File: src/rtl/fpu_result_reader_pkg.sv
// Shared definitions for the FPU result read-out path: frame header layout,
// exception flag bit positions and the framing FSM state encoding.
package fpu_result_reader_pkg;

  localparam logic [3:0] HDR_SYNC = 4'hA;

  localparam int FLAG_NV = 3;
  localparam int FLAG_OF = 2;
  localparam int FLAG_UF = 1;
  localparam int FLAG_NX = 0;

  typedef enum logic [1:0] {
    ST_IDLE = 2'd0,
    ST_HDR  = 2'd1,
    ST_MSB  = 2'd2,
    ST_LSB  = 2'd3
  } state_e;

  // Header byte: sync nibble followed by the flags in {NV, OF, UF, NX} order
  function automatic logic [7:0] hdrByte(input logic [3:0] flags);
    return {HDR_SYNC, flags[FLAG_NV], flags[FLAG_OF], flags[FLAG_UF], flags[FLAG_NX]};
  endfunction

endpackage

File: src/rtl/fpu_result_reader_sync_fifo.sv
// Small synchronous FIFO with show-ahead read data; pushes when full and pops
// when empty are ignored.
module sync_fifo #(
  parameter int WIDTH = 20,
  parameter int DEPTH = 4
) (
  input  logic                       clk,
  input  logic                       rst,
  input  logic                       push_i,
  input  logic                       pop_i,
  input  logic [WIDTH-1:0]           wdata_i,
  output logic [WIDTH-1:0]           rdata_o,
  output logic                       full_o,
  output logic                       empty_o,
  output logic [$clog2(DEPTH+1)-1:0] count_o
);

  localparam int PTR_W = $clog2(DEPTH);
  localparam int CNT_W = $clog2(DEPTH+1);

  logic [WIDTH-1:0] mem_q [DEPTH];
  logic [PTR_W-1:0] wrPtr_q;
  logic [PTR_W-1:0] rdPtr_q;
  logic [CNT_W-1:0] count_q;
  logic             doPush;
  logic             doPop;

  assign full_o  = (count_q == CNT_W'(DEPTH));
  assign empty_o = (count_q == '0);
  assign count_o = count_q;
  assign rdata_o = mem_q[rdPtr_q];
  assign doPush  = push_i && !full_o;
  assign doPop   = pop_i && !empty_o;

  // DEPTH is a power of two, so plain pointer increment wraps correctly
  always_ff @(posedge clk) begin
    if (!rst) begin
      wrPtr_q <= '0;
      rdPtr_q <= '0;
      count_q <= '0;
    end else begin
      if (doPush) wrPtr_q <= wrPtr_q + PTR_W'(1);
      if (doPop)  rdPtr_q <= rdPtr_q + PTR_W'(1);
      case ({doPush, doPop})
        2'b10:   count_q <= count_q + CNT_W'(1);
        2'b01:   count_q <= count_q - CNT_W'(1);
        default: count_q <= count_q;
      endcase
    end
  end

  always_ff @(posedge clk) begin
    if (doPush) mem_q[wrPtr_q] <= wdata_i;
  end

endmodule

File: src/rtl/fpu_result_reader.sv
// Buffers FPU results with their exception flags and streams each one as a
// 3-byte frame (header, MSB, LSB) over a registered valid/ready byte link.
module fpu_result_reader
  import fpu_result_reader_pkg::*;
#(
  parameter int DATA_W = 16,
  parameter int DEPTH  = 4,
  parameter int FLAG_W = 4
) (
  input  logic                       clk,
  input  logic                       rst,
  input  logic                       res_valid_i,
  input  logic [DATA_W-1:0]          res_data_i,
  input  logic [FLAG_W-1:0]          res_flags_i,
  output logic                       tx_valid_o,
  input  logic                       tx_ready_i,
  output logic [7:0]                 tx_data_o,
  output logic                       tx_last_o,
  output logic [$clog2(DEPTH+1)-1:0] fifo_count_o,
  output logic                       ovf_o,
  input  logic                       ovf_clr_i
);

  localparam int ENTRY_W = DATA_W + FLAG_W;

  state_e             state_q;
  logic [ENTRY_W-1:0] frame_q;
  logic               txValid_q;
  logic [7:0]         txData_q;
  logic               txLast_q;
  logic               ovf_q;

  logic [ENTRY_W-1:0] fifoHead;
  logic               fifoFull;
  logic               fifoEmpty;
  logic               fifoPush;
  logic               fifoPop;
  logic               resDrop;

  // Fullness is judged on the pre-edge count, so a push into a full FIFO is
  // dropped even if the FSM pops in the same cycle.
  assign fifoPush = res_valid_i && !fifoFull;
  assign resDrop  = res_valid_i && fifoFull;

  always_comb begin
    fifoPop = 1'b0;
    if (!fifoEmpty && (state_q == ST_IDLE || (state_q == ST_LSB && tx_ready_i)))
      fifoPop = 1'b1;
  end

  sync_fifo #(
    .WIDTH (ENTRY_W),
    .DEPTH (DEPTH)
  ) u_fifo (
    .clk     (clk),
    .rst     (rst),
    .push_i  (fifoPush),
    .pop_i   (fifoPop),
    .wdata_i ({res_flags_i, res_data_i}),
    .rdata_o (fifoHead),
    .full_o  (fifoFull),
    .empty_o (fifoEmpty),
    .count_o (fifo_count_o)
  );

  // Framing FSM; every output byte is loaded one state ahead so the link
  // sees only flops, and a stalled byte simply stays put.
  always_ff @(posedge clk) begin
    if (!rst) begin
      state_q   <= ST_IDLE;
      frame_q   <= '0;
      txValid_q <= 1'b0;
      txData_q  <= '0;
      txLast_q  <= 1'b0;
    end else begin
      case (state_q)
        ST_IDLE: begin
          if (fifoPop) begin
            frame_q   <= fifoHead;
            state_q   <= ST_HDR;
            txValid_q <= 1'b1;
            txData_q  <= hdrByte(fifoHead[ENTRY_W-1 -: FLAG_W]);
            txLast_q  <= 1'b0;
          end
        end
        ST_HDR: begin
          if (tx_ready_i) begin
            state_q  <= ST_MSB;
            txData_q <= frame_q[DATA_W-1 -: 8];
          end
        end
        ST_MSB: begin
          if (tx_ready_i) begin
            state_q  <= ST_LSB;
            txData_q <= frame_q[7:0];
            txLast_q <= 1'b1;
          end
        end
        ST_LSB: begin
          if (tx_ready_i) begin
            if (fifoPop) begin
              frame_q   <= fifoHead;
              state_q   <= ST_HDR;
              txValid_q <= 1'b1;
              txData_q  <= hdrByte(fifoHead[ENTRY_W-1 -: FLAG_W]);
              txLast_q  <= 1'b0;
            end else begin
              state_q   <= ST_IDLE;
              txValid_q <= 1'b0;
              txData_q  <= '0;
              txLast_q  <= 1'b0;
            end
          end
        end
        default: state_q <= ST_IDLE;
      endcase
    end
  end

  // A drop in the same cycle as a clear leaves the flag set
  always_ff @(posedge clk) begin
    if (!rst)          ovf_q <= 1'b0;
    else if (resDrop)  ovf_q <= 1'b1;
    else if (ovf_clr_i) ovf_q <= 1'b0;
  end

  assign tx_valid_o = txValid_q;
  assign tx_data_o  = txData_q;
  assign tx_last_o  = txLast_q;
  assign ovf_o      = ovf_q;

endmodule

File: config.mk
export PLATFORM = sky130hd
export DESIGN_NAME = fpu_result_reader
export DESIGN_NICKNAME = d
export VERILOG_FILES = /design/src/rtl/fpu_result_reader_pkg.sv /design/src/rtl/fpu_result_reader_sync_fifo.sv /design/src/rtl/fpu_result_reader.sv
export SDC_FILE = /design/constraint.sdc
export NUM_CORES = 1
export LEC_CHECK = 0
export CAP_MARGIN = 15
export CORE_MARGIN = 8
export CORE_UTILIZATION = 29
export CTS_BUF_LIST = sky130_fd_sc_hd__clkbuf_8
export DETAILED_ROUTE_END_ITERATION = 8
export PLACE_DENSITY = 0.53
export SYNTH_ARGS = -nofsm -noshare
export SYNTH_HDL_FRONTEND = slang
export SYNTH_HIERARCHICAL = 1
export SYNTH_SLANG_ARGS = --single-unit
File: constraint.sdc
create_clock -name clk -period 2.6 [get_ports clk]
set_input_delay 0.52 -clock clk [delete_from_list [all_inputs] [get_ports clk]]
set_output_delay 0.52 -clock clk [all_outputs]
set_load 0.02 [all_outputs]
* Word-level counts from Yosys, hierarchy flattened
Memory sizes are Yosys's and may differ from the RTL's. A register that Yosys moved wholly into a read port is not among the register bits.
Index checks and enable logic that the tools add are counted.
** Word-level totals
- Register bits after elaboration :: 40
- Latch bits :: 0
- Memory bits (writable) :: 80
- ROM bits :: 0
- Logic and storage cells :: 74
- Memories kept :: 1
** Memories
- u_fifo.mem_q :: depth 4, bits a word 20, rd ports 1, clocked after Yosys merged registers in 1, wr ports 1, line fpu_result_reader_sync_fifo.sv:21 : logic [WIDTH-1:0] mem_q [DEPTH];
** Operators by class
- Add/sub/neg operators :: 4
- $mul :: 0
- Div/mod/pow operators :: 0
- $lt $le $gt $ge :: 0
- Equal/unequal tests :: 10
- Shifts and indexed selects :: 0
- Mux-type cells :: 31
- Bitwise operators :: 0
- Reductions and logical operators :: 19
** Operators by type and width (number)
- $mux 20 :: 2
- $mux 8 :: 5
- $pmux 20 s2 :: 1
- $pmux 8 s4 :: 1
- $mux 1 :: 12
- $mux 2 :: 6
- $pmux 2 s4 :: 1
- $reduce_and 4->1 :: 2
- $eq 2x2->1 const B :: 3
- $logic_and 1x1->1 :: 6
- $ne 2x2->1 const B :: 3
- $pmux 3 s2 :: 1
- $reduce_bool 2->1 :: 3
- $add 2x1->2 const B :: 2
- $eq 2x1->1 const B :: 2
- $add 3x1->3 const B :: 1
- $eq 3x3->1 const B :: 1
- $logic_not 3->1 :: 1
- $pmux 1 s3 :: 1
- $reduce_and 3->1 :: 1
- $reduce_bool 3->1 :: 1
- $sub 3x1->3 const B :: 1
- $logic_not 1->1 :: 2
- $logic_not 2->1 :: 1
- other kinds (4) :: 4

* Longest topological paths before layout
Gate-level depths: netlist (run 1).
- Depth in word-level cells :: 8
- Depth in mapped cells :: 11
- Mapped depth without buffers :: 11

* Modules after synthesis
The synthesis (run 1) kept the hierarchy.
** By module, submodules not included
- sync_fifo :: instances 1, cells each 158, area an instance 3379.5 µm², seq. area each 2582.5 µm²
- fpu_result_reader :: instances 1, cells each 159, area an instance 1407.6 µm², seq. area each 580.6 µm²

* Least setup slack after synthesis (run 1)
No wires, ideal clock.
- Path type :: reg-to-reg
- Start :: reg u_fifo.count_q[0] (netlist: u_fifo/count_o[0])
- End :: reg u_fifo.count_q[2] (netlist: u_fifo/count_o[2])
- Data arrival time :: 2532 ps
- Slack :: -2 ps
- Cell stages (with the launch flop) :: 12
- Path buffers :: 2
- Cell sequence :: dfxtp_1 > nor3_2 > buf_2 > clkbuf_1 > nor2_1 > nor2b_1 > ha_1 > inv_1 > fa_1 > xor2_1 > or3_1 > a21boi_1
** Between the ends
- Longest elaborated chain between the ends :: 7
- Elaborated cells between the ends (all ways) :: 15
- Classes of those cells :: add/sub: 2; eq/ne: 3; mux: 2; reduce/logical: 8
** Ends and longest elaborated chain
- start, declared :: line fpu_result_reader_sync_fifo.sv:24 : logic [CNT_W-1:0] count_q;
- start signal, assigned :: line fpu_result_reader_sync_fifo.sv:45 : 2'b10: count_q <= count_q + CNT_W'(1);
- start signal, assigned :: line fpu_result_reader_sync_fifo.sv:46 : 2'b01: count_q <= count_q - CNT_W'(1);
- start signal, assigned :: line fpu_result_reader_sync_fifo.sv:47 : default: count_q <= count_q;
- $logic_not 3->1 * :: line fpu_result_reader_sync_fifo.sv:29 : assign empty_o = (count_q == '0);
- via fifoEmpty :: line fpu_result_reader.sv:35 : logic fifoEmpty;
- $logic_not 1->1 * :: line fpu_result_reader.sv:47 : if (!fifoEmpty && (state_q == ST_IDLE || (state_q == ST_LSB && tx_ready_i)))
- $logic_and 1x1->1 * :: line fpu_result_reader.sv:47
- $mux 1 * :: line fpu_result_reader.sv:47
- via fifoPop :: line fpu_result_reader.sv:37 : logic fifoPop;
- $logic_and 1x1->1 * :: line fpu_result_reader_sync_fifo.sv:33 : assign doPop = pop_i && !empty_o;
- via u_fifo.doPop :: line fpu_result_reader_sync_fifo.sv:26 : logic doPop;
- $eq 2x1->1 or $eq 2x2->1 (tied branches) :: line fpu_result_reader_sync_fifo.sv:44 : case ({doPush, doPop})
- $pmux 3 s2 or $reduce_bool 2->1 (tied branches)
Mark *: on every way through the listed nets, which the timed path passes. The rest lies on a longest branch.
A chain may end at the register's enable or synchronous reset.

* Worst setup path after layout (run 1)
- Start :: reg state_q[0]
- End :: reg u_fifo.count_q[2] (netlist: u_fifo/count_o[2])
** Between the ends
- Longest elaborated chain between the ends :: 8
- Elaborated cells between the ends (all ways) :: 11
- Classes of those cells :: eq/ne: 3; mux: 2; reduce/logical: 6
** Ends and longest elaborated chain
- start, declared :: line fpu_result_reader.sv:26 : state_e state_q;
- start signal, assigned :: line fpu_result_reader.sv:70 : state_q <= ST_IDLE;
- start signal, assigned :: line fpu_result_reader.sv:80 : state_q <= ST_HDR;
- start signal, assigned :: line fpu_result_reader.sv:88 : state_q <= ST_MSB;
- $eq 2x2->1 :: line fpu_result_reader.sv:47
- $logic_and 1x1->1 :: line fpu_result_reader.sv:47
- $logic_or 1x1->1 * :: line fpu_result_reader.sv:47
- $logic_and 1x1->1 * :: line fpu_result_reader.sv:47
- $mux 1 * :: line fpu_result_reader.sv:47
- via fifoPop :: line fpu_result_reader.sv:37
- $logic_and 1x1->1 * :: line fpu_result_reader_sync_fifo.sv:33
- via u_fifo.doPop :: line fpu_result_reader_sync_fifo.sv:26
- $eq 2x1->1 or $eq 2x2->1 (tied branches) :: line fpu_result_reader_sync_fifo.sv:44
- $pmux 3 s2 or $reduce_bool 2->1 (tied branches)
Marks and branches as above.

==> results.sh, run 1 <==
export IMPL_synth_mux_area_share_pct=11.6
export IMPL_cp_arrival_ns=2.66
export IMPL_final_cells=606
export IMPL_dpl_hpwl_mm=6.39
export IMPL_postLayoutCoreUtil_pct=36.2
export IMPL_clock_sinks=118
export IMPL_netlist_instances=317
export IMPL_finalHoldViolCount=0
export IMPL_routed_via_density=4.46
export IMPL_dieArea_sq_mm=0.0209
export IMPL_wl_met1_mm=4.39
export IMPL_synth_fa_ha_area_share_pct=3.29
export IMPL_initial_core_util_pct=29.3
export IMPL_synth_xor_area_share_pct=0.366
export IMPL_rsz0062_at_grt="no"
export IMPL_p_leak_nw=1.96
export IMPL_p_per_area_mw_per_mm2=1050
export IMPL_h_tree_depth=4
export IMPL_fp_dieH_microns=144
export IMPL_cts_post_setup_buffers_inserted=0
export IMPL_synth_compound_area_share_pct=9.30
export IMPL_p_total_mw=6.21
export IMPL_hold_ws_ns=0.482
export IMPL_synth_seq_cells=118
export IMPL_ys_types=38
export IMPL_drv_cap=0
export IMPL_highest_layer="met4"
export IMPL_min_period_over_period_pct=88.3
export IMPL_route_detailed_drc=0
export IMPL_drtPass1Iterations=4
export IMPL_fin_nets=411
export IMPL_grt_max_degree=41
export IMPL_tritoncts="built"
export IMPL_end_kind="register"
export IMPL_netlist_area_sq_mm=0.00479
export IMPL_overflow=0
export IMPL_areaGrowthSynthToFinish_pct=23.8
export IMPL_vias=2703
export IMPL_core_area_sq_mm=0.0163
export IMPL_slew_violations=0
export IMPL_fillers=1633
export IMPL_grt_usage_pct=10.1
export IMPL_ys_seq_area_share_pct=66.1
export IMPL_pwr_share_clk_pct=27.0
export IMPL_place_inst=575
export IMPL_antennaDiodeCount=0
export IMPL_max_freq_ghz=0.435
export IMPL_worst_pin_slew_ns=0.668
export IMPL_placedInstanceArea_sq_mm=0.00553
export IMPL_synth_top_family_by_area="multiplexers"
export IMPL_ant_nets=0
export IMPL_wire_per_inst_microns=15.9
export IMPL_cts_resized=0
export IMPL_wl_met3_microns=531
export IMPL_hold_path_class="reg -> reg"
export IMPL_clock_latency_ns=0.43
export IMPL_critPathKind="reg -> reg"
export IMPL_cts_root_buf="clkbuf_8"
export IMPL_gp_congestion=0.718
export IMPL_slew_headroom_pct=55.4
export IMPL_io_pins=39
export IMPL_status="completed"
export IMPL_p_comb_share_pct=31.5
export IMPL_grt_antenna_before_repair=0
export IMPL_timing_final_crit_period_ns=2.30
export IMPL_die_w_microns=144
export IMPL_switching_power_mw=1.99
export IMPL_setup_viol=0
export IMPL_hold_buffers=0
export IMPL_worstPathRequired_ns=2.96
export IMPL_yosysWarnings=6
export IMPL_synth_area_per_cell_sq_um=15.1
export IMPL_ir_drop_mv=0.429
export IMPL_drive_gt1_share_pct=19.4
export IMPL_cts_buffers=17
export IMPL_intPower_mw=4.21
export IMPL_fin_worst_skew_ns=0.00771
export IMPL_grt_pass1_vias=2821
export IMPL_port_buffers=38
export IMPL_rows=47
export IMPL_clk_path_buf_depth=2
export IMPL_crit_fanout=7
export IMPL_synth_simple_area_share_pct=6.25
export IMPL_fin_area_sq_mm=0.00592
export IMPL_seqPwrFrac_pct=41.4
export IMPL_wl_mm=9.64
export IMPL_clk_pin_slew_ns=0.07
export IMPL_drtIter0Drc=94
export IMPL_syn_nets=354
export IMPL_worst_setup_path_start_kind="register"
export IMPL_route_met2_wl_mm=4.62
export IMPL_grt_pass1_wl_mm=15.4
export IMPL_swShare_pct=32.1
synthesized netlist by cell type (all sizes together):
library cell  number  share of area, %
and2               6              0.78
mux4              20               9.4
a2bb2oi            1              0.55
mux2i             10               2.2
o311a              1              0.21
o31ai              1              0.16
nor3               2              0.42
nand3              1              0.10
nor2              11               1.0
a21boi            15               2.4
o22ai              1              0.13
buf               12               1.9
nand4bb            1              0.24
fa                 1              0.42
nor3b              1              0.26
nand2             22               1.7
edfxtp            80                50
or3                2              0.26
a21oi             15               1.6
dfxtp             38                16
o21ai             27               2.8
xnor2              1              0.18
nand2b             1              0.13
xor2               1              0.18
ha                11               2.9
a22oi              8               1.3
inv               10              0.78
clkbuf             6              0.50
nor2b             10               1.3
o31a               1              0.18
cells by family after synthesis:
logic type | count (synthesis)
flip-flops | 118
AO/OA/AOI/OAI | 70
AND/OR/NAND/NOR | 57
multiplexers | 30
buffers and inverters | 28
adder cells (fa/ha/maj) | 12
XOR/XNOR | 2
layer usage:
layer | up-vias | global-route usage [%]
met5 | - | 0
met2 | 54 | 15.8
met1 | 1336 | 12.5
met3 | 8 | 3.60
met4 | 0 | 3.78
li1 | 1305 | -
state kept, by name, summed over array words and instances, names as in the netlist, named ones only:
signal / flops
u_fifo/count_o: 3
tx_valid_o: 1
tx_data_o: 8
u_fifo/rdPtr_q: 2
frame_q: 16
tx_last_o: 1
u_fifo/mem_q: 80
ovf_o: 1
u_fifo/wrPtr_q: 2
state_q: 2
area by class of cell:
class                   count  area (sq um)  share of cell area [%]
repair buffers             56           578                    9.76
clock inverters            14           161                    2.72
clock buffers              17           234                    3.95
multi-input cells         171          1470                    24.9
well taps                 220           275                    4.65
flip-flops and latches    118          3160                    53.4
inverters                  10          37.5                   0.634
per-stage QoR:
stage | TNS [ns] | worst slack, ns
2_1_floorplan | 0 | 0.0120
3_3_place_gp | -0.0653 | -0.0653
4_1_cts | 0 | 0.280
6_report | 0 | 0.303
3_5_place_dp | -0.0908 | -0.0908
5_1_grt | 0 | 0.120
worst paths after layout:
kind / startpoint / endpoint / slack, ns / cells after the start
max reg2reg: state_q[0] / u_fifo/count_o[2] / 0.30 / 11
min reg2reg: ovf_o / ovf_o / 0.48 / 2
max: state_q[0] / u_fifo/count_o[2] / 0.30 / 11
min: ovf_o / ovf_o / 0.48 / 2
worst max-delay path, stage by stage (launching register included):
cell and delay [ns]:
dfxtp_1 0.37, inv_1 0.13, ha_1 0.17, a21oi_1 0.05
nor2_1 0.12, nor2b_1 0.19, ha_1 0.18, inv_1 0.05
fa_1 0.37, xor2_1 0.16, or3_1 0.30, a21boi_1 0.13
power groups by stage:
stage	Combinational (mW)	Sequential (mW)	Clock, mW
after floorplan	1.34	2.62	0
after global placement	1.95	2.60	0
after detailed placement	1.98	2.62	0
after CTS	2.00	2.58	1.73
after global routing	2.17	2.62	1.81
final	1.96	2.57	1.68
cells in the final DEF, fill, tap and decap left out, types with 2 or more instances in the layout:
master and n:
ha_1 11, buf_12 5, clkinvlp_4 2, bufinv_16 3, and2_1 6, a22oi_1 8
or3_1 2, dfxtp_1 37, mux4_2 20, buf_4 13, clkbuf_8 17, mux2i_1 9
clkinv_2 2, inv_1 11, nand2_1 22, clkdlybuf4s50_1 38, inv_6 2, clkinv_4 2
a21boi_0 3, nor2_1 10, nor3_2 2, edfxtp_1 80, a21boi_1 11, a21oi_1 15
o21ai_0 27, nor2b_1 10
(Power assumes the default switching activity.)
==> run 2, diff against run 1 <==
==> constraint.sdc (replaced) <==
create_clock -name clk -period 2.6 [get_ports clk]
set_input_delay 0.52 -clock clk [delete_from_list [all_inputs] [get_ports clk]]
set_output_delay 0.52 -clock clk [all_outputs]
set_load 0.01 [all_outputs]
==> results.sh, run 2 (synthesis results as in run 1) <==
export IMPL_status="completed"
export IMPL_multi_input_area_sq_mm=0.00148
export IMPL_clk_path_buf_depth=2
export IMPL_drtIter0Drc=164
export IMPL_route_detailed_drc=0
export IMPL_seqCellArea_sq_mm=0.00316
export IMPL_grt_max_degree=26
export IMPL_ant_nets=0
export IMPL_hold_path_class="reg -> reg"
export IMPL_timing_final_crit_period_ns=2.35
export IMPL_p_total_mw=6.15
export IMPL_seqPwrFrac_pct=41.9
export IMPL_clock_latency_ns=0.43
export IMPL_final_cell_mix="edfxtp_1, dfxtp_1, clkdlybuf4s50_1, o21ai_0, nand2_1"
export IMPL_fin_area_sq_mm=0.00592
export IMPL_rows=47
export IMPL_worst_setup_path_start_kind="register"
export IMPL_antennaDiodeCount=0
export IMPL_place_inst=577
export IMPL_ir_drop_mv=0.330
export IMPL_swShare_pct=32.4
export IMPL_cp_arrival_ns=2.70
export IMPL_fin_worst_skew_ns=0.00914
export IMPL_switching_power_mw=1.99
export IMPL_drive_gt1_share_pct=20.6
export IMPL_drv_cap=0
export IMPL_initial_core_util_pct=29.3
export IMPL_worstPathRequired_ns=2.95
export IMPL_clk_pin_slew_ns=0.08
export IMPL_drtPass1Iterations=6
export IMPL_p_comb_share_pct=31.4
export IMPL_registers_top_by_ff_count="u_fifo/mem_q"
export IMPL_fin_nets=413
export IMPL_cts_root_buf="clkbuf_8"
export IMPL_grt_pass1_vias=2880
export IMPL_port_buffers=38
export IMPL_crit_fanout=5
export IMPL_vias=2673
export IMPL_final_cells=609
export IMPL_r2r_start="state_q[1]"
export IMPL_io_pins=39
export IMPL_cts_buffers=17
export IMPL_path_buf_inv=2
export IMPL_pwr_share_clk_pct=26.7
export IMPL_largest_register_ffs=80
export IMPL_hold_end="frame_q[4]"
export IMPL_tritoncts="built"
export IMPL_p_leak_nw=1.97
export IMPL_crit_family="adder cells"
export IMPL_p_per_area_mw_per_mm2=1040
export IMPL_clock_sinks=118
export IMPL_final_common_cell="edfxtp_1"
export IMPL_intPower_mw=4.15
export IMPL_grt_pass1_wl_mm=15.7
export IMPL_gp_congestion=0.715
export IMPL_hold_buffers=0
export IMPL_min_period_over_period_pct=90.3
export IMPL_routed_via_density=4.39
export IMPL_hold_start="frame_q[4]"
export IMPL_die_w_microns=144
export IMPL_placedInstanceArea_sq_mm=0.00553
export IMPL_hold_depth=2
export IMPL_wl_mm=9.70
export IMPL_grt_usage_pct=10.1
export IMPL_end_kind="register"
export IMPL_dieArea_sq_mm=0.0209
export IMPL_slew_headroom_pct=55.6
export IMPL_h_tree_depth=4
export IMPL_fp_dieH_microns=144
export IMPL_grt_antenna_before_repair=0
export IMPL_rsz0062_at_grt="no"
export IMPL_dpl_hpwl_mm=6.33
export IMPL_r2r_setup_slack_ns=0.25
export IMPL_wire_per_inst_microns=15.9
export IMPL_areaGrowthSynthToFinish_pct=23.7
export IMPL_reg2regPathDepth=11
export IMPL_finalHoldViolCount=0
export IMPL_cp_slowest_cell="fa_1"
export IMPL_fillers=1622
export IMPL_critical_path_cell_chain="inv_1 -> ha_1 -> a21oi_1 -> nor2_1 -> nor2b_2 -> ha_1 -> inv_1 -> fa_1 -> xor2_1 -> or3_1 -> a21boi_1"
export IMPL_r2r_end="u_fifo/count_o[2]"
export IMPL_max_freq_ghz=0.426
export IMPL_overflow=0
export IMPL_worst_pin_slew_ns=0.665
export IMPL_core_area_sq_mm=0.0163
export IMPL_critPathKind="reg -> reg"
export IMPL_slew_violations=0
export IMPL_cpPeakStageDelay_ns=0.37
export IMPL_setup_viol=0
run 2: cell types whose count changed in the layout (fill, tap and decap cells not counted), sizes merged:
cell and change:
inv -1, bufinv -1, clkinv +4, clkinvlp -1, buf +2
run 2: timing repair:
item                                    4_1_cts  5_1_grt
buffers inserted                              0        0
endpoints found under the setup margin        0        1
gates resized for setup                       0        1
endpoints found under the hold margin         0        0
run 2: worst max-delay path by stage:
stage,start,end,depth (start not counted)
2_1_floorplan,u_fifo/count_o[0],u_fifo/count_o[2],11
3_3_place_gp,tx_ready_i,u_fifo/count_o[2],10
5_1_grt,state_q[1],u_fifo/count_o[2],11
4_1_cts,state_q[1],u_fifo/count_o[2],11
6_report,state_q[1],u_fifo/count_o[2],11
3_5_place_dp,tx_ready_i,u_fifo/count_o[2],10
run 2: power by group through the flow:
stage               Combinational, mW  Clock, mW  Sequential, mW
floorplan                        1.34          0            2.58
global placement                 1.92          0            2.61
detailed placement               1.95          0            2.62
CTS                              1.96       1.68            2.58
global route                     2.14       1.76            2.63
finish                           1.93       1.64            2.57
run 2: cell type report:
| cell class | count | area share (%) |
|---|---|---|
| sequential | 118 | 53.4 |
| multi-input combinational | 171 | 24.9 |
| timing repair buffer | 58 | 9.80 |
| tap | 220 | 4.65 |
| clock buffer | 17 | 3.95 |
| clock inverter | 15 | 2.62 |
| inverter | 10 | 0.634 |
run 2: tightest hold or removal path: stages (launching register included):
cell and delay, ns:
dfxtp_1 0.31, o21ai_0 0.07, a21boi_1 0.06
run 2: metrics by stage:
stage / hold WS [ns] / setup TNS (ns) / utilization [%] / setup WS [ns]
after global routing: 0.508 / 0 / 36.2 / 0.00461
final: 0.485 / 0 / 36.2 / 0.253
after CTS: 0.480 / 0 / 36.2 / 0.208
after detailed placement: 0.468 / -0.122 / 33.8 / -0.122
after global placement: 0.466 / -0.0578 / 33.8 / -0.0578
after floorplan: 0.452 / 0 / - / 0.0831
run 2: routing by layer:
metal  GRT usage [%]  wire length (microns)  vias up
li1                -                      -     1308
met1            12.5                   4460     1302
met2            15.8                   4590       55
met3            3.70                    564        8
met4            3.56                     83        0
met5               0                      0        -
